$ cat config.mk
export PLATFORM = sky130hd
export DESIGN_NAME = player_dir_ctrl
export DESIGN_NICKNAME = d
export VERILOG_FILES = /design/src/rtl/player_dir_ctrl.sv
export SDC_FILE = /design/constraint.sdc
export NUM_CORES = 1
export LEC_CHECK = 0
export CORE_MARGIN = 2
export CORE_UTILIZATION = 67
export CTS_BUF_LIST = sky130_fd_sc_hd__clkbuf_16
export DETAILED_ROUTE_END_ITERATION = 8
export GPL_TIMING_DRIVEN = 0
export PLACE_DENSITY = 0.84
export SLEW_MARGIN = 25
export SYNTH_ARGS = -nofsm -noshare
export SYNTH_HDL_FRONTEND = slang
export SYNTH_SLANG_ARGS = --single-unit
$ cat constraint.sdc
create_clock -name clock -period 5.3 [get_ports clock]
set_input_delay 1.06 -clock clock [delete_from_list [all_inputs] [get_ports clock]]
set_output_delay 1.06 -clock clock [all_outputs]
set_load 0.03 [all_outputs]
$ cat src/rtl/player_dir_ctrl.sv
// Two-player button front end: sync, debounce, queue and frame-aligned apply.
// Optional 180-degree reversal rejection: define REVERSE_GUARD_EN.
module player_dir_ctrl #(
    parameter int DEBOUNCE_CYCLES = 250000,
    parameter int CNT_W = $clog2(DEBOUNCE_CYCLES + 1)
) (
    input  logic       clock,
    input  logic       reset_n,
    input  logic       dflt,
    input  logic       en_cond,
    input  logic [3:0] p1_btn,
    input  logic [3:0] p2_btn,
    output logic [3:0] p1_info,
    output logic [3:0] p2_info,
    output logic       p1_moving,
    output logic       p2_moving
);

    typedef enum logic {
        STOPPED = 1'b0,
        MOVING  = 1'b1
    } state_t;

    localparam logic [CNT_W-1:0] CNT_LAST = CNT_W'(DEBOUNCE_CYCLES - 1);
    localparam logic [CNT_W-1:0] CNT_MAX  = '1;

    logic [7:0] raw;
    logic [7:0] sync1;
    logic [7:0] sync2;
    logic [7:0] stable;
    logic [7:0] stable_d;
    logic [7:0] rise;

    logic [3:0] info_w   [2];
    logic       moving_w [2];

    assign raw = {p2_btn, p1_btn};

    always_ff @(posedge clock or negedge reset_n) begin
        if (!reset_n) begin
            sync1    <= '0;
            sync2    <= '0;
            stable_d <= '0;
        end else begin
            sync1    <= raw;
            sync2    <= sync1;
            stable_d <= stable;
        end
    end

    assign rise = stable & ~stable_d;

    for (genvar b = 0; b < 8; b++) begin : g_db
        logic [CNT_W-1:0] cnt;
        logic             stb;

        always_ff @(posedge clock or negedge reset_n) begin
            if (!reset_n) begin
                cnt <= '0;
                stb <= 1'b0;
            end else if (sync2[b] != stb) begin
                if (cnt == CNT_LAST) begin
                    stb <= sync2[b];
                    cnt <= '0;
                end else if (cnt != CNT_MAX) begin
                    cnt <= cnt + 1'b1;
                end
            end else begin
                cnt <= '0;
            end
        end

        assign stable[b] = stb;
    end

    for (genvar p = 0; p < 2; p++) begin : g_pl
        logic [3:0] press;
        logic [3:0] press_dir;
        logic       press_any;
        logic [3:0] pend_dir;
        logic       pend_vld;
        logic [3:0] info_q;
        logic       moving_q;
        logic [3:0] opp;
        logic       reject;
        state_t     state;

        assign press     = rise[4*p +: 4];
        assign press_any = |press;

        // Simultaneous presses: lowest bit index wins.
        always_comb begin
            press_dir = 4'b0000;
            priority case (1'b1)
                press[0]: press_dir = 4'b0001;
                press[1]: press_dir = 4'b0010;
                press[2]: press_dir = 4'b0100;
                press[3]: press_dir = 4'b1000;
                default:  press_dir = 4'b0000;
            endcase
        end

        assign opp = {info_q[2], info_q[3], info_q[0], info_q[1]};

`ifdef REVERSE_GUARD_EN
        assign reject = (pend_dir == opp);
`else
        assign reject = 1'b0;
`endif

        always_ff @(posedge clock or negedge reset_n) begin
            if (!reset_n) begin
                state    <= STOPPED;
                info_q   <= 4'b0000;
                moving_q <= 1'b0;
                pend_dir <= 4'b0000;
                pend_vld <= 1'b0;
            end else if (dflt) begin
                state    <= STOPPED;
                info_q   <= 4'b0000;
                moving_q <= 1'b0;
                pend_vld <= 1'b0;
            end else begin
                if (en_cond && pend_vld) begin
                    unique case (state)
                        STOPPED: begin
                            info_q   <= pend_dir;
                            state    <= MOVING;
                            moving_q <= 1'b1;
                        end
                        MOVING: begin
                            if (!reject)
                                info_q <= pend_dir;
                        end
                        default: begin
                            state    <= STOPPED;
                            moving_q <= 1'b0;
                        end
                    endcase
                end
                // A press alongside en_cond becomes pending for the next frame.
                if (press_any) begin
                    pend_dir <= press_dir;
                    pend_vld <= 1'b1;
                end else if (en_cond) begin
                    pend_vld <= 1'b0;
                end
            end
        end

        assign info_w[p]   = info_q;
        assign moving_w[p] = moving_q;
    end

    assign p1_info   = info_w[0];
    assign p2_info   = info_w[1];
    assign p1_moving = moving_w[0];
    assign p2_moving = moving_w[1];

endmodule

==> results of run 1 <==
==> per-layer routing <==
layer / up-vias / global-route usage (%)
met4: 0 / 7.498
met5: - / 0
met2: 296 / 45.80
li1: 4259 / -
met1: 4226 / 38.71
met3: 32 / 4.800
==> worst paths after layout <==
| path | start | to | slack [ps] | cells after the start |
|---|---|---|---|---|
| min in group asynchronous | reset_n | g_db[0].cnt[3] | 540 | 1 |
| setup / recovery | p1_info[2] | p1_info[2] | 2720 | 1 |
| setup reg to reg | g_db[5].cnt[0] | g_db[5].cnt[14] | 2910 | 6 |
| hold reg to reg | sync1[0] | sync2[0] | 350 | 0 |
| hold / removal | sync1[0] | sync2[0] | 350 | 0 |
| max in group asynchronous | reset_n | g_db[4].stb | 3720 | 3 |
==> stage by stage <==
stage / hold slack, ps / instances / total power, mW
2_1_floorplan: 331.2 / 1084 / 1.637
3_3_place_gp: 333.2 / 1293 / 1.693
3_5_place_dp: 334.7 / 1295 / 1.702
4_1_cts: 349.5 / 1326 / 3.010
5_1_grt: 356.6 / 1326 / 3.090
6_report: 345.6 / 1326 / 2.986
==> flip-flops by register name (all words and copies together), names as in the netlist <==
name	cells
sync1	8
p1_moving	1
g_pl.pend_dir	8
p2_info	4
stable_d	8
p2_moving	1
g_db.stb	8
g_pl.state	2
p1_info	4
g_db.cnt	144
g_pl.pend_vld	2
sync2	8
==> Yosys cell counts, types with 5 or more instances <==
master                     instances  share of area, %
sky130_fd_sc_hd__a211oi_1         23               1.7
sky130_fd_sc_hd__ha_1              8              0.98
sky130_fd_sc_hd__nor4b_1           6              0.51
sky130_fd_sc_hd__nor2b_1           7              0.43
sky130_fd_sc_hd__or4_1            31               2.3
sky130_fd_sc_hd__a31oi_1          21               1.3
sky130_fd_sc_hd__xor2_1            8              0.68
sky130_fd_sc_hd__or3_1            24               1.5
sky130_fd_sc_hd__mux2i_1          23               2.2
sky130_fd_sc_hd__nand3_1          64               3.1
sky130_fd_sc_hd__and3_1           25               1.5
sky130_fd_sc_hd__nand2_1          86               3.1
sky130_fd_sc_hd__a21oi_1          98               4.8
sky130_fd_sc_hd__a21boi_0          9              0.66
sky130_fd_sc_hd__o211ai_1          9              0.66
sky130_fd_sc_hd__nand4_1          37               2.3
sky130_fd_sc_hd__mux2_2            5              0.55
sky130_fd_sc_hd__dfrtp_1         198                48
sky130_fd_sc_hd__nor3_1           66               3.2
sky130_fd_sc_hd__buf_2             5              0.24
sky130_fd_sc_hd__o31ai_1          34               2.5
sky130_fd_sc_hd__clkbuf_1         24              0.88
sky130_fd_sc_hd__nand2b_1         20               1.2
sky130_fd_sc_hd__o21ai_0          45               2.2
sky130_fd_sc_hd__nor4_1           27               1.6
sky130_fd_sc_hd__inv_1            23              0.84
sky130_fd_sc_hd__nor2_1           65               2.4
sky130_fd_sc_hd__and4_1           19               1.6
==> cell type report <==
cell class                      count  area, um2
Fill cell                        1081       3735
Tap cell                          188      235.2
Timing Repair Buffer               23      270.3
Sequential cell                   198       4955
Multi-Input combinational cell    830       5066
Inverter                           23      86.33
Clock buffer                       17      425.4
Clock inverter                     14      167.7
Buffer                             33      148.9
==> cell families (layout without fill, tap and decap cells) <==
kind of cell | after synthesis | in the layout | synth area share [%]
AND/OR/NAND/NOR | 505 | 505 | 27.34
multiplexers | 31 | 31 | 3.123
adder cells (fa/ha/maj) | 8 | 8 | 0.9760
buffers and inverters | 56 | 110 | 2.293
AO/OA/AOI/OAI | 275 | 275 | 17.02
XOR/XNOR | 11 | 11 | 0.9394
flip-flops | 198 | 198 | 48.31
==> power groups by stage <==
stage | Combinational (mW) | Sequential [mW] | Clock [mW]
6_report | 0.116 | 1.56 | 1.31
5_1_grt | 0.135 | 1.56 | 1.40
4_1_cts | 0.119 | 1.56 | 1.33
3_5_place_dp | 0.118 | 1.58 | 0
3_3_place_gp | 0.108 | 1.58 | 0
2_1_floorplan | 0.0576 | 1.58 | 0
==> run metrics, run 1 <==
status=completed; final core utilization=75.25%; FMAX=388.1 MHz; Max clock buf depth=2; Vias per Instance=6.646; violation count after the first detailed-routing iteration=650; final RePlAce weighted congestion=0.8910; cell family with the largest share of critical-path delay=buffers and inverters; via count of the first global-routing pass=8036; CTS Buf Count=17; nature of the critical path endpoint=output pin; number of detailed-route iterations in the first pass=5; CP cell instances=clkdlybuf4s50_1; I/O Buffers=21; worst clock skew=10.67 ps; count of buffering cells on the critical path with inverters included=1; remaining global-route overflow=0; clock slew at reported path FFs=70 ps; count of buffers added by post-CTS timing repair for setup=0; post-layout min period=2577 ps; portion of total power attributed to sequential cells=52.2%; most instantiated flip-flop cell in the synthesis netlist=sky130_fd_sc_hd__dfrtp_1; maximum fanout encountered on the critical timing path=2; commonest non-fill, non-tap cells in the layout=sky130_fd_sc_hd__dfrtp_1, sky130_fd_sc_hd__a21oi_1, sky130_fd_sc_hd__nand2_1; share of the clock period used by the worst path=48.62%; largest vdd supply drop=0.2354 mV; Post-CTS Hold Buffers=0; Max stage delay on crit path=690 ps; later-pin clock latency in the skew report=430 ps; number of diodes=0; ratio of total power to cell area=262.9 nW/um2; DP Area=10760 um2; via count=8813; pre-CTS setup slack=2853 ps; Cell variety after synth=66; data required time of the worst path=4240 ps; met2 WL post-DR=10.55 mm; cell with the largest stage delay on the worst path=sky130_fd_sc_hd__clkdlybuf4s50_1; transition at the pin with the smallest max-transition slack=876.0 ps; largest net degree at the start of global routing=81; synthesized cell area=10260 um2; unrepaired setup endpoints after global routing=no; Avg Inst Size Synth=9.461 um2; number of H-tree levels=4; M1 WL=9.993 mm; clock sink count=198; class of the worst hold path=reg -> reg; Mapped Cells=1084; DRT antenna net count=0; routed wire length on met3=1.110 mm; Slew Limit Fails=0; layout cell share with drive strength beyond 1=5.360%; first-pass GRT wire length=37.31 mm; total length of routed wires=21.97 mm; starting density of the core=67.97%; count of state elements after synthesis=198; clock group share of total power=44.0%; critical path startpoint category=flop; library cell used as clock root buffer=sky130_fd_sc_hd__clkbuf_16; final hold viol count=0; Worst Setup Path Type=reg -> out; commonest non-fill, non-tap cell in the layout=sky130_fd_sc_hd__dfrtp_1; number of antenna violations at the first check in global routing=0; number of synthesized flops with an enable pin=0; total number of nets in the final design=1146; Net Sw Frac=21.30%; sequential share of the synthesized area=48.31%; Slew headroom=41.11%; Remaining DRCs=0; Yosys Warn Count=0; final non-filler cell area=11350 um2; combinational share of power=3.9%; Resized cells post-CTS=0; clock tree from TritonCTS=done; summed negative setup slack over all endpoints=0 ps; nets in the synthesized netlist=1104; DIE HEIGHT=127.7 um; Top Layer Used=met4; drt wl/cell=16.57 um; Final setup violation count=0; overall global routing resource usage=27.83%; standby leakage power=4.437 nW; x dimension of the die=127.7 um; synthesis-to-layout area growth=10.71%; estimated wirelength of the detail-placed design=14.57 mm; reported net switching power=0.6360 mW; standard-cell rows=45; count of max-cap constraint violations=0; core region area=15090 um2; Top-Level Pins=22; Worst Path Arrival=1520 ps; Post-synth ARST share=100.0%; post-layout worst setup margin=2723 ps; die outline area=16310 um2; Pint=2.350 mW
No activity file was read; power rests on OpenSTA's default activity.
==> inputs of run 2 (changes only) <==
--- a/config.mk
+++ b/config.mk
@@ -6,11 +6,11 @@
 export NUM_CORES = 1
 export LEC_CHECK = 0
 export CORE_MARGIN = 2
-export CORE_UTILIZATION = 67
+export CORE_UTILIZATION = 57
 export CTS_BUF_LIST = sky130_fd_sc_hd__clkbuf_16
 export DETAILED_ROUTE_END_ITERATION = 8
 export GPL_TIMING_DRIVEN = 0
-export PLACE_DENSITY = 0.84
+export PLACE_DENSITY = 0.76
 export SLEW_MARGIN = 25
 export SYNTH_ARGS = -nofsm -noshare
 export SYNTH_HDL_FRONTEND = slang
==> constraint.sdc (replaced) <==
create_clock -name clock -period 2.3 [get_ports clock]
set_input_delay 0.46 -clock clock [delete_from_list [all_inputs] [get_ports clock]]
set_output_delay 0.46 -clock clock [all_outputs]
set_load 0.03 [all_outputs]
==> run 2 against run 1 <==
  * Non-clock buffer count increased by 11
  * Via count down 1.1%
  * Global-route usage decreased by 5.1 points
  * Sequential power is 130% higher
  * Largest cell class unchanged
==> run metrics, run 2 (same netlist as run 1, synthesis figures left out) <==
ratio of total power to cell area=593.5 nW/um2; total power after layout=6.849 mW; Final setup violation count=0; nature of the critical path endpoint=flop; largest net degree at the start of global routing=87; final hold viol count=0; worst r2r path cells=6; status=completed; number of detailed-route iterations in the first pass=5; Critical R2R Launch=g_db[3].cnt[4]; summed negative setup slack over all endpoints=0 ps; standard-cell rows=49; reg2reg end=g_db[3].cnt[11]; Top Layer Used=met4; via count=8719; commonest non-fill, non-tap cells in the layout=sky130_fd_sc_hd__dfrtp_1, sky130_fd_sc_hd__a21oi_1, sky130_fd_sc_hd__nand2_1; Top-Level Pins=22; final RePlAce weighted congestion=0.8820; standby leakage power=4.509 nW; unrepaired setup endpoints after global routing=yes; critical path startpoint category=flop; overall global routing resource usage=22.77%; commonest non-fill, non-tap cell in the layout=sky130_fd_sc_hd__dfrtp_1; number of diodes=0; share of the clock period used by the worst path=95.16%; starting density of the core=57.68%; number of flip-flops under the largest register name=144; Final Instance Count excl. Fillers=1379; start point of the worst hold path=sync1[3]; clock slew at reported path FFs=70 ps; Worst Setup Path Type=reg -> reg; estimated wirelength of the detail-placed design=14.46 mm; synthesis-to-layout area growth=12.52%; largest register by flop count=g_db.cnt; layout cell share with drive strength beyond 1=7.043%; Hold Path Sink=sync2[3]; FMAX=456.9 MHz; DIE HEIGHT=138.1 um; class of the worst hold path=reg -> reg; number of antenna violations at the first check in global routing=0; clock tree from TritonCTS=done; routed wire length on met3=813 um; I/O Buffers=21; total length of routed wires=21.93 mm; total number of nets in the final design=1157; library cell used as clock root buffer=sky130_fd_sc_hd__clkbuf_16; core region area=17780 um2; post-layout min period=2189 ps; worst clock skew=10.20 ps; x dimension of the die=138.1 um; clock sink count=198; Worst Path Arrival=2490 ps; drt wl/cell=15.90 um; DRT antenna net count=0; Max clock buf depth=2; Slew headroom=48.44%; CTS Buf Count=17; count of max-cap constraint violations=0; first-pass GRT wire length=37.27 mm; maximum fanout encountered on the critical timing path=10; die outline area=19080 um2; Vias per Instance=6.323; Remaining DRCs=0; met2 WL post-DR=10.33 mm; count of placed standard cells including taps=1336; data required time of the worst path=2600 ps; violation count after the first detailed-routing iteration=609; largest vdd supply drop=0.5294 mV; via count of the first global-routing pass=7946; number of H-tree levels=4; Hold Path Depth=0; later-pin clock latency in the skew report=430 ps; M1 WL=10.56 mm; Slew Limit Fails=0; worst-case register-to-register setup slack=110 ps; remaining global-route overflow=0; transition at the pin with the smallest max-transition slack=766.3 ps
run 2: cell types whose count changed in the layout (fill, tap and decap cells not counted), moves of 2 or more:
cell	previous run	this run
sky130_fd_sc_hd__buf_4	1	11
sky130_fd_sc_hd__o21ai_4	0	3
sky130_fd_sc_hd__o21ai_1	4	0
sky130_fd_sc_hd__clkbuf_2	0	3
sky130_fd_sc_hd__inv_1	26	24
sky130_fd_sc_hd__clkbuf_1	24	21
sky130_fd_sc_hd__clkinv_4	0	3
run 2: critical path, stage by stage (launching register included):
cell and delay (ps):
sky130_fd_sc_hd__dfrtp_1 350, sky130_fd_sc_hd__buf_2 160, sky130_fd_sc_hd__or4b_1 480, sky130_fd_sc_hd__or3_1 410
sky130_fd_sc_hd__o31ai_4 390, sky130_fd_sc_hd__buf_6 210, sky130_fd_sc_hd__a21oi_1 60
run 2: layer usage:
layer / vias up / track usage, %
li1: 4279 / -
met1: 4232 / 32.74
met2: 190 / 36.27
met3: 18 / 4.260
met4: 0 / 5.478
met5: - / 0
run 2: timing repair:
item	4_1_cts	5_1_grt
endpoints found under the hold margin	30	0
gates resized for setup	4	9
hold buffers	1	0
buffers inserted	0	10
pin swaps	0	4
setup endpoints to repair	20	57
run 2: through the flow:
stage                     hold WS [ps]  setup slack (ps)  util, %  cell area, um2
after CTS                        349.8             50.72    64.25           11420
after global routing             353.3            -30.18    64.91           11540
after floorplan                  164.4             325.7        -           10260
final                            346.6             111.2    64.91           11540
after detailed placement         334.7            -79.91    60.82           10810
after global placement           331.2             -7421    60.48           10750
run 2: how the worst max path moves through the flow:
stage                              start         endpoint  slack, ps  cells after the start
after CTS                 g_db[6].cnt[8]  g_db[6].cnt[14]         50                      5
after floorplan           g_db[6].cnt[8]  g_db[6].cnt[14]        330                      5
after detailed placement  g_db[5].cnt[0]  g_db[5].cnt[14]        -80                      6
after global placement           reset_n  g_db[6].cnt[17]      -7420                      1
final                     g_db[3].cnt[4]  g_db[3].cnt[11]        110                      6
after global routing      g_db[6].cnt[3]   g_db[6].cnt[7]        -30                      6
run 2: cell type report:
class / instances / area, um2
Buffer: 33 / 152.6
Inverter: 23 / 86.33
Fill cell: 1462 / 6240
Clock buffer: 17 / 425.4
Sequential cell: 198 / 4955
Clock inverter: 15 / 162.7
Multi-Input combinational cell: 830 / 5116
Timing Repair Buffer: 34 / 355.3
Tap cell: 229 / 286.5
run 2: power by group:
group          internal (mW)  switching (mW)
clock                   1.70            1.29
combinational         0.0998           0.179
sequential              3.53          0.0523
total                   5.33            1.52
==> inputs of run 3 (changes only) <==
--- a/config.mk
+++ b/config.mk
@@ -5,6 +5,7 @@
 export SDC_FILE = /design/constraint.sdc
 export NUM_CORES = 1
 export LEC_CHECK = 0
+export CAP_MARGIN = 20
 export CORE_MARGIN = 2
 export CORE_UTILIZATION = 57
 export CTS_BUF_LIST = sky130_fd_sc_hd__clkbuf_16
==> constraint.sdc (replaced) <==
create_clock -name clock -period 2 [get_ports clock]
set_input_delay 0.4 -clock clock [delete_from_list [all_inputs] [get_ports clock]]
set_output_delay 0.4 -clock clock [all_outputs]
set_load 0.03 [all_outputs]
==> run 3 against run 2 <==
  * The flow now finishes with violations (setup timing)
  * Final cell count rose by 2.5%
  * Clock skew fell by 1.8 ps
  * Utilization rose by 4.8 points
  * Cell area rose by 7.4%
  * Via count rose by 4.1%
  * Worst setup slack got worse by 180 ps
  * First-iteration DRC count fell by 4.6%
  * Sequential power rose by 15%
  * Wire length rose by 10%
  * Die area did not move
  * Global-route usage rose by 1.4 points
  * Non-clock buffer count rose by 35
  * Critical path type unchanged
  * Largest power group unchanged
==> run metrics, run 3 (same netlist as run 1, synthesis figures left out) <==
synthesis-to-layout area growth=20.87%; nature of the critical path endpoint=flop; worst r2r path cells=5; CP cell instances=or4b_1, or3_4, o31ai_4, buf_6, a211oi_2; FMAX=483.0 MHz; drt wl/cell=17.14 um; largest net degree at the start of global routing=87; worst setup path end=g_db[3].cnt[3]; x dimension of the die=138.1 um; clock slew at reported path FFs=70 ps; ratio of total power to cell area=640.2 nW/um2; clock sink count=198; Worst Setup Path Type=reg -> reg; share of the clock period used by the worst path=103.5%; post-layout worst setup margin=-70.32 ps; final RePlAce weighted congestion=0.8820; pre-CTS setup slack=-379.9 ps; largest register by flop count=g_db.cnt; overall global routing resource usage=24.18%; CTS Buf Count=17; total power after layout=7.937 mW; clock tree from TritonCTS=done; status=finished, violations left; Slew Limit Fails=0; die outline area=19080 um2; maximum fanout encountered on the critical timing path=5; total length of routed wires=24.23 mm; number of H-tree levels=4; library cell used as clock root buffer=sky130_fd_sc_hd__clkbuf_16; first-pass GRT wire length=39.44 mm; violation count after the first detailed-routing iteration=581; Filler cells=1310; commonest non-fill, non-tap cells in the layout=sky130_fd_sc_hd__dfrtp_1, sky130_fd_sc_hd__nand2_1, sky130_fd_sc_hd__a21oi_1; final hold viol count=0; count of buffering cells on the critical path with inverters included=1; via count=9076; Vias per Instance=6.419; total number of nets in the final design=1192; count of cell instances traversed by the critical path=5; standard-cell rows=49; I/O Buffers=21; core region area=17780 um2; DRT antenna net count=0; violated checks=setup timing; data required time of the worst path=2300 ps; post-layout min period=2070 ps; number of diodes=0; Final setup violation count=30; commonest non-fill, non-tap cell in the layout=sky130_fd_sc_hd__dfrtp_1; cell with the largest stage delay on the worst path=sky130_fd_sc_hd__or4b_1; starting density of the core=57.68%; Top-Level Pins=22; Slew headroom=49.93%; count of max-cap constraint violations=0; unrepaired setup endpoints after global routing=yes; worst-case register-to-register setup slack=-70 ps; Worst Path Arrival=2370 ps; layout cell share with drive strength beyond 1=18.82%; remaining global-route overflow=0; reg2reg end=g_db[3].cnt[3]; Remaining DRCs=0; Critical R2R Launch=g_db[3].cnt[5]; number of flip-flops under the largest register name=144; class of the worst hold path=reg -> reg; start point of the worst hold path=sync1[3]; number of detailed-route iterations in the first pass=5; transition at the pin with the smallest max-transition slack=748.5 ps; worst clock skew=8.364 ps; largest vdd supply drop=0.5987 mV; via count of the first global-routing pass=8340; standby leakage power=4.797 nW; critical path startpoint category=flop; estimated wirelength of the detail-placed design=14.46 mm; Max clock buf depth=2; DIE HEIGHT=138.1 um; beginning of the critical path=g_db[3].cnt[5]; Max stage delay on crit path=540 ps; number of antenna violations at the first check in global routing=0; later-pin clock latency in the skew report=430 ps; cell family with the largest share of critical-path delay=simple AND/OR/NAND/NOR gates
## run 3: cell type report
type | instances | area, um2 | share of cell area [%]
multi-input cells | 830 | 5624 | 45.37
flip-flops and latches | 198 | 4966 | 40.06
repair buffers | 74 | 689.4 | 5.561
clock buffers | 17 | 425.4 | 3.432
well taps | 229 | 286.5 | 2.311
clock inverters | 15 | 162.7 | 1.312
plain buffers | 28 | 156.4 | 1.262
inverters | 23 | 86.33 | 0.6964
## run 3: worst min-delay path by stage
stage                            to  slack [ps]  cells past startpoint
global placement           sync2[4]         330                      0
floorplan            g_db[0].cnt[0]         100                      0
global route               sync2[3]         350                      0
CTS                        sync2[0]         350                      0
detailed placement  g_db[0].cnt[14]         280                      1
finish                     sync2[3]         350                      0
## run 3: metrics by stage
stage	instances	instance area, um2	hold WS, ps	util [%]	TNS, ps
after floorplan	1084	10260	104.4	-	0
after global placement	1334	10750	331.2	60.48	-1528060
after detailed placement	1336	10810	280.5	60.82	-17690
after CTS	1393	11880	349.8	66.83	-1827
after global routing	1414	12400	352.7	69.73	-2824
final	1414	12400	345.6	69.73	-919.8
## run 3: what timing repair did
item                                    4_1_cts  5_1_grt
buffers inserted                             23       24
hold buffers                                  1        0
endpoints found under the setup margin      119      122
resized for setup                            76       88
pin swaps                                    21       25
endpoints found under the hold margin        30        0
gates cloned                                  3        0
## run 3: report_power, final
part           switching [mW]  total [mW]  internal (mW)  leakage [nW]
sequential             0.0623        4.13           4.06          2.68
combinational           0.233       0.371          0.138          1.83
clock                    1.49        3.44           1.95         0.282
total                    1.78        7.94           6.15          4.80
## run 3: per-layer routing
| layer | up-vias | share of wire, % | track usage (%) |
|---|---|---|---|
| met2 | 251 | 49 | 38.87 |
| met1 | 4441 | 46 | 34.12 |
| met3 | 26 | 4.1 | 4.260 |
| met4 | 0 | 1.4 | 6.928 |
| li1 | 4358 | - | - |
| met5 | - | 0 | 0 |
==> variant 1, RTL diff (settings of run 2) <==
Add a define of `REVERSE_GUARD_EN`.
--- a/src/rtl/player_dir_ctrl.sv
+++ b/src/rtl/player_dir_ctrl.sv
@@ -1,5 +1,7 @@
 // Two-player button front end: sync, debounce, queue and frame-aligned apply.
 // Optional 180-degree reversal rejection: define REVERSE_GUARD_EN.
+`define REVERSE_GUARD_EN
+
 module player_dir_ctrl #(
     parameter int DEBOUNCE_CYCLES = 250000,
     parameter int CNT_W = $clog2(DEBOUNCE_CYCLES + 1)
Behaviour: no difference found for any inputs over 4 cycles, from zero or initial values and one cycle with reset_n low; that may be too few to reach the edited logic, so the function may still have changed.
==> variant 1 against run 2 <==
Sequential cell count unchanged; wire length is 2.0% higher; utilization up 0.21 points; cell area increased by 2.4%; total power decreased by 1.1%; synthesized cell count rose by 4.2%; setup slack better by 43 ps; area after synthesis up 3.6%; critical path type unchanged; highest routed layer unchanged.
==> variant 1: results (changes against run 2) <==
outcome=finished clean; cell leakage power=4.59 nW (+1.7%); top post-synthesis cells by area=dfrtp_1 47%, a21oi_1 4.3%, mux2i_1 3.8%; drt via density=6.39 (+1.1%); crit-path leading delay family=simple AND/OR/NAND/NOR gates; Worst path slowest cell=or4_2; syn avg cell area=9.41 um^2 (-0.57%); clock root buffer=clkbuf_16; Iter 0 DRT Violations=580 (-4.8%); first-pass GRT wire length=39,300 um (+5.5%); Routability Congestion=0.835 (-5.3%); CP arrival=2450 ps (-40 ps); Worst IR Drop VDD=0.551 mV (+4.0%); vias in the first global route=8,478 (+6.7%); Max Clock Skew=11.3 ps (+1.12 ps); Max clock buf depth=2 (unchanged); GR Layer Usage met3=4.14% (-0.12 points); max incr delay on CP=680 ps (+200 ps); fillers=1,484 (+1.5%); sequential share of the synthesized area=46.6% (-1.7 points); critical-path maximum fanout=7 (-3); Post-synth top cells=198 x dfrtp_1, 93 x nand2_1, 92 x a21oi_1, 66 x nor2_1, 63 x nor3_1; synth unique cells=69 (+4.5%); clock slew at reported path FFs=70 ps (about the same); Max-slew headroom=43.5% (-4.9 points); initial antenna violation count=0 (unchanged); Placed Instances=1,382 (+3.4%); met1 Usage GRT=32.9% (+0.12 points); clock buffer count from CTS=17 (unchanged); 1st-pass router iterations=5 (unchanged); Nets=1,193 (+3.1%); ant diodes=0 (unchanged); Post-Route WL=22,400 um (+2.0%); pre-CTS setup slack=-63.3 ps (+16.6 ps); share of layout cells above drive strength 1=7.00% (-0.045 points); ys async rst share=100% (unchanged); DR vias=9,046 (+3.8%); max FFs per register=144 (unchanged); GRT Overall Usage=23.7% (+0.90 points); HPWL after detailed placement=15,300 um (+6.1%); Largest Register=g_db.cnt; Synth Net Count=1,150 (+4.2%); input/output buffers=21 (unchanged); Placed Area=0.0112 mm^2 (+3.5%); H-tree levels=4 (unchanged); Hold Path Class=reg2reg; largest net degree at the start of global routing=90 (+3.4%); met2 GRT Util=38.7% (+2.4 points)
[variant 1: cells by family (layout without fill, tap and decap cells)]
group / Yosys count / in the layout / synth area share, %
AO/OA/AOI/OAI: 277 / 277 / 16.3
XOR/XNOR: 22 / 22 / 1.81
adder cells (fa/ha/maj): 8 / 8 / 0.942
buffers and inverters: 56 / 112 / 2.09
flip-flops: 198 / 198 / 46.6
multiplexers: 50 / 50 / 4.83
AND/OR/NAND/NOR: 519 / 519 / 27.4
[variant 1: final timing paths]
check                                       end      startpoint  cells after the start  slack (ps)
worst min register to register         sync2[7]        sync1[7]                      0         360
worst max register to register  g_db[1].cnt[16]  g_db[1].cnt[0]                      6         150
max in group asynchronous       g_db[2].cnt[13]         reset_n                      3        1120
worst max-delay path            g_db[1].cnt[16]  g_db[1].cnt[0]                      6         150
worst min-delay path                   sync2[7]        sync1[7]                      0         360
min in group asynchronous       g_db[7].cnt[16]         reset_n                      2         480
[variant 1: power by group]
group	leakage (nW)	internal [mW]	switching, mW
registers	2.70	3.53	0.0564
clock network	0.281	1.52	1.39
logic	1.61	0.0997	0.178
[variant 1: worst register-to-register path, stage by stage (launching register included)]
cell	delay, ps
dfrtp_1	410
ha_1	230
nand3_2	150
or4_2	680
clkbuf_1	200
nor4_1	230
a211oi_1	120
[variant 1: per-stage QoR]
step | hold WS [ps] | power (mW)
3_5_place_dp | 338 | 3.93
3_3_place_gp | 332 | 3.91
4_1_cts | 363 | 6.84
5_1_grt | 375 | 7.04
6_report | 359 | 6.78
2_1_floorplan | 164 | 3.78
[variant 1: what timing repair did]
| action | 4_1_cts | 5_1_grt |
|---|---|---|
| setup buffers | 0 | 0 |
| endpoints found under the setup margin | 22 | 76 |
| endpoints found under the hold margin | 32 | 0 |
| pin swaps | 0 | 1 |
| hold buffers | 1 | 0 |
| resized for setup | 3 | 17 |
[variant 1: layout make-up]
cell class / count / area, um^2 / share of cell area [%]
Timing Repair Buffer: 24 / 280 / 2.37
Multi-Input combinational cell: 876 / 5500 / 46.5
Clock inverter: 15 / 143 / 1.21
Inverter: 18 / 67.6 / 0.572
Tap cell: 229 / 287 / 2.42
Sequential cell: 198 / 4950 / 41.9
Buffer: 38 / 161 / 1.37
Clock buffer: 17 / 425 / 3.60
[variant 1: layer usage]
metal	vias to the layer above	part of all wire (%)
met5	-	0
met1	4435	48
li1	4412	-
met4	0	1.2
met2	178	47
met3	21	3.6
==> variant 2, RTL diff (flow settings as in run 2) <==
Without the edit above. Add an input register stage for `p1_btn`, with the module's reset; this delays it by one clock. The other inputs are not delayed to match.
--- a/src/rtl/player_dir_ctrl.sv
+++ b/src/rtl/player_dir_ctrl.sv
@@ -24,6 +24,16 @@
     localparam logic [CNT_W-1:0] CNT_LAST = CNT_W'(DEBOUNCE_CYCLES - 1);
     localparam logic [CNT_W-1:0] CNT_MAX  = '1;
 
+    logic [3:0] p1_btn_q;
+
+    always_ff @(posedge clock or negedge reset_n) begin
+        if (!reset_n) begin
+            p1_btn_q <= '0;
+        end else begin
+            p1_btn_q <= p1_btn;
+        end
+    end
+
     logic [7:0] raw;
     logic [7:0] sync1;
     logic [7:0] sync2;
@@ -34,7 +44,7 @@
     logic [3:0] info_w   [2];
     logic       moving_w [2];
 
-    assign raw = {p2_btn, p1_btn};
+    assign raw = {p2_btn, p1_btn_q};
 
     always_ff @(posedge clock or negedge reset_n) begin
         if (!reset_n) begin
Check against the original RTL: same outputs for any inputs over 10 cycles, from zero or initial values and one cycle with reset_n low; that may be too few to reach the edited logic, so the function may still have changed.
==> variant 2 against run 2 <==
Total power rose by 11%; critical path type unchanged; area after synthesis rose by 1.8%; cell area up 2.6%; sequential share of layout area is 0.26 points lower; wire length is 6.7% higher; worst hold slack worse by 7.0 ps; setup slack lost 20 ps; clock skew is 7.8 ps higher; sequential cell count grew 4; via count rose by 3.8%; largest cell class unchanged; maximum frequency down 0.89%; sequential power up 2%.
==> variant 2: results (changes against run 2) <==
outcome=finished clean; Signal buffers=66 (-1.5%); Seq cells=202 (+2.0%); sequential share of the synthesized area=48.4% (+0.090 points); Sw Pwr=1.67 mW (+9.8%); pre-CTS setup slack=-100 ps (-20.3 ps); Post-Route WL=23,400 um (+6.7%); Clock Power Share=48.3% (+4.7 points); Synth Net Count=1,130 (+2.4%); Post-synth top cells=202 x dfrtp_1, 97 x a21oi_1, 86 x nand2_1, 71 x nor2_1, 71 x nor3_1; Routability Congestion=0.856 (-3.0%); Post-CTS Resized=3 (-1); fillers=1,471 (+0.62%); cell leakage power=4.63 nW (+2.6%); Worst-Margin Slew=621 ps (-145 ps); Reg2Reg Setup Slack=90 ps (-20 ps); Nets=1,181 (+2.1%); sequential share of cell area=42.7% (-0.26 points); sequential power=3.67 mW (+2%); Worst path slowest cell=or4_4; total core area=0.0180 mm^2 (+1.0%); vias in the first global route=8,452 (+6.4%); CP arrival=2580 ps (+90 ps); Skew-Pair Late Insertion Delay=510 ps (+80 ps); largest net degree at the start of global routing=88 (+1.1%); final non-filler cell area=0.0118 mm^2 (+2.6%); Iter 0 DRT Violations=710 (+17%); GRT Overall Usage=24.1% (+1.3 points); Max clock buf depth=3 (+1); max incr delay on CP=640 ps (+160 ps); Flop pwr share=48.1% (-4.3 points); top post-synthesis cells by area=dfrtp_1 48%, a21oi_1 4.6%, nor3_1 3.4%; Worst IR Drop VDD=0.603 mV (+14%); Multi-input gate area=0.00520 mm^2 (+1.6%); Placed Area=0.0110 mm^2 (+1.7%)
-- variant 2: changes by cell type after synthesis, moves of 5 or more --
| cell | change |
|---|---|
| and4_1 | +10 |
| or3_1 | -9 |
| nor3_1 | +5 |
| a211oi_1 | +17 |
| o21ai_0 | -8 |
| nand4_1 | +16 |
| nor2_1 | +6 |
| o31ai_1 | -7 |
| or4_1 | -5 |
| and3_1 | +5 |
-- variant 2: routing by layer --
layer | up-vias | global-route usage (%) | part of all wire (%)
met3 | 27 | 2.72 | 4.2
met5 | - | 0 | 0
met2 | 211 | 39.1 | 48
li1 | 4375 | - | -
met4 | 0 | 5.21 | 1.3
met1 | 4436 | 35.3 | 47
-- variant 2: logic make-up after synthesis --
logic type	Yosys count	share of synthesized area [%]
AOI/OAI and AO/OA	269	16.4
xor gates and xnor gates	10	0.839
adders and majority gates	8	0.958
buffers and inverters	58	2.32
DFF	202	48.4
muxes	29	2.88
and+or+nand+nor	534	28.2
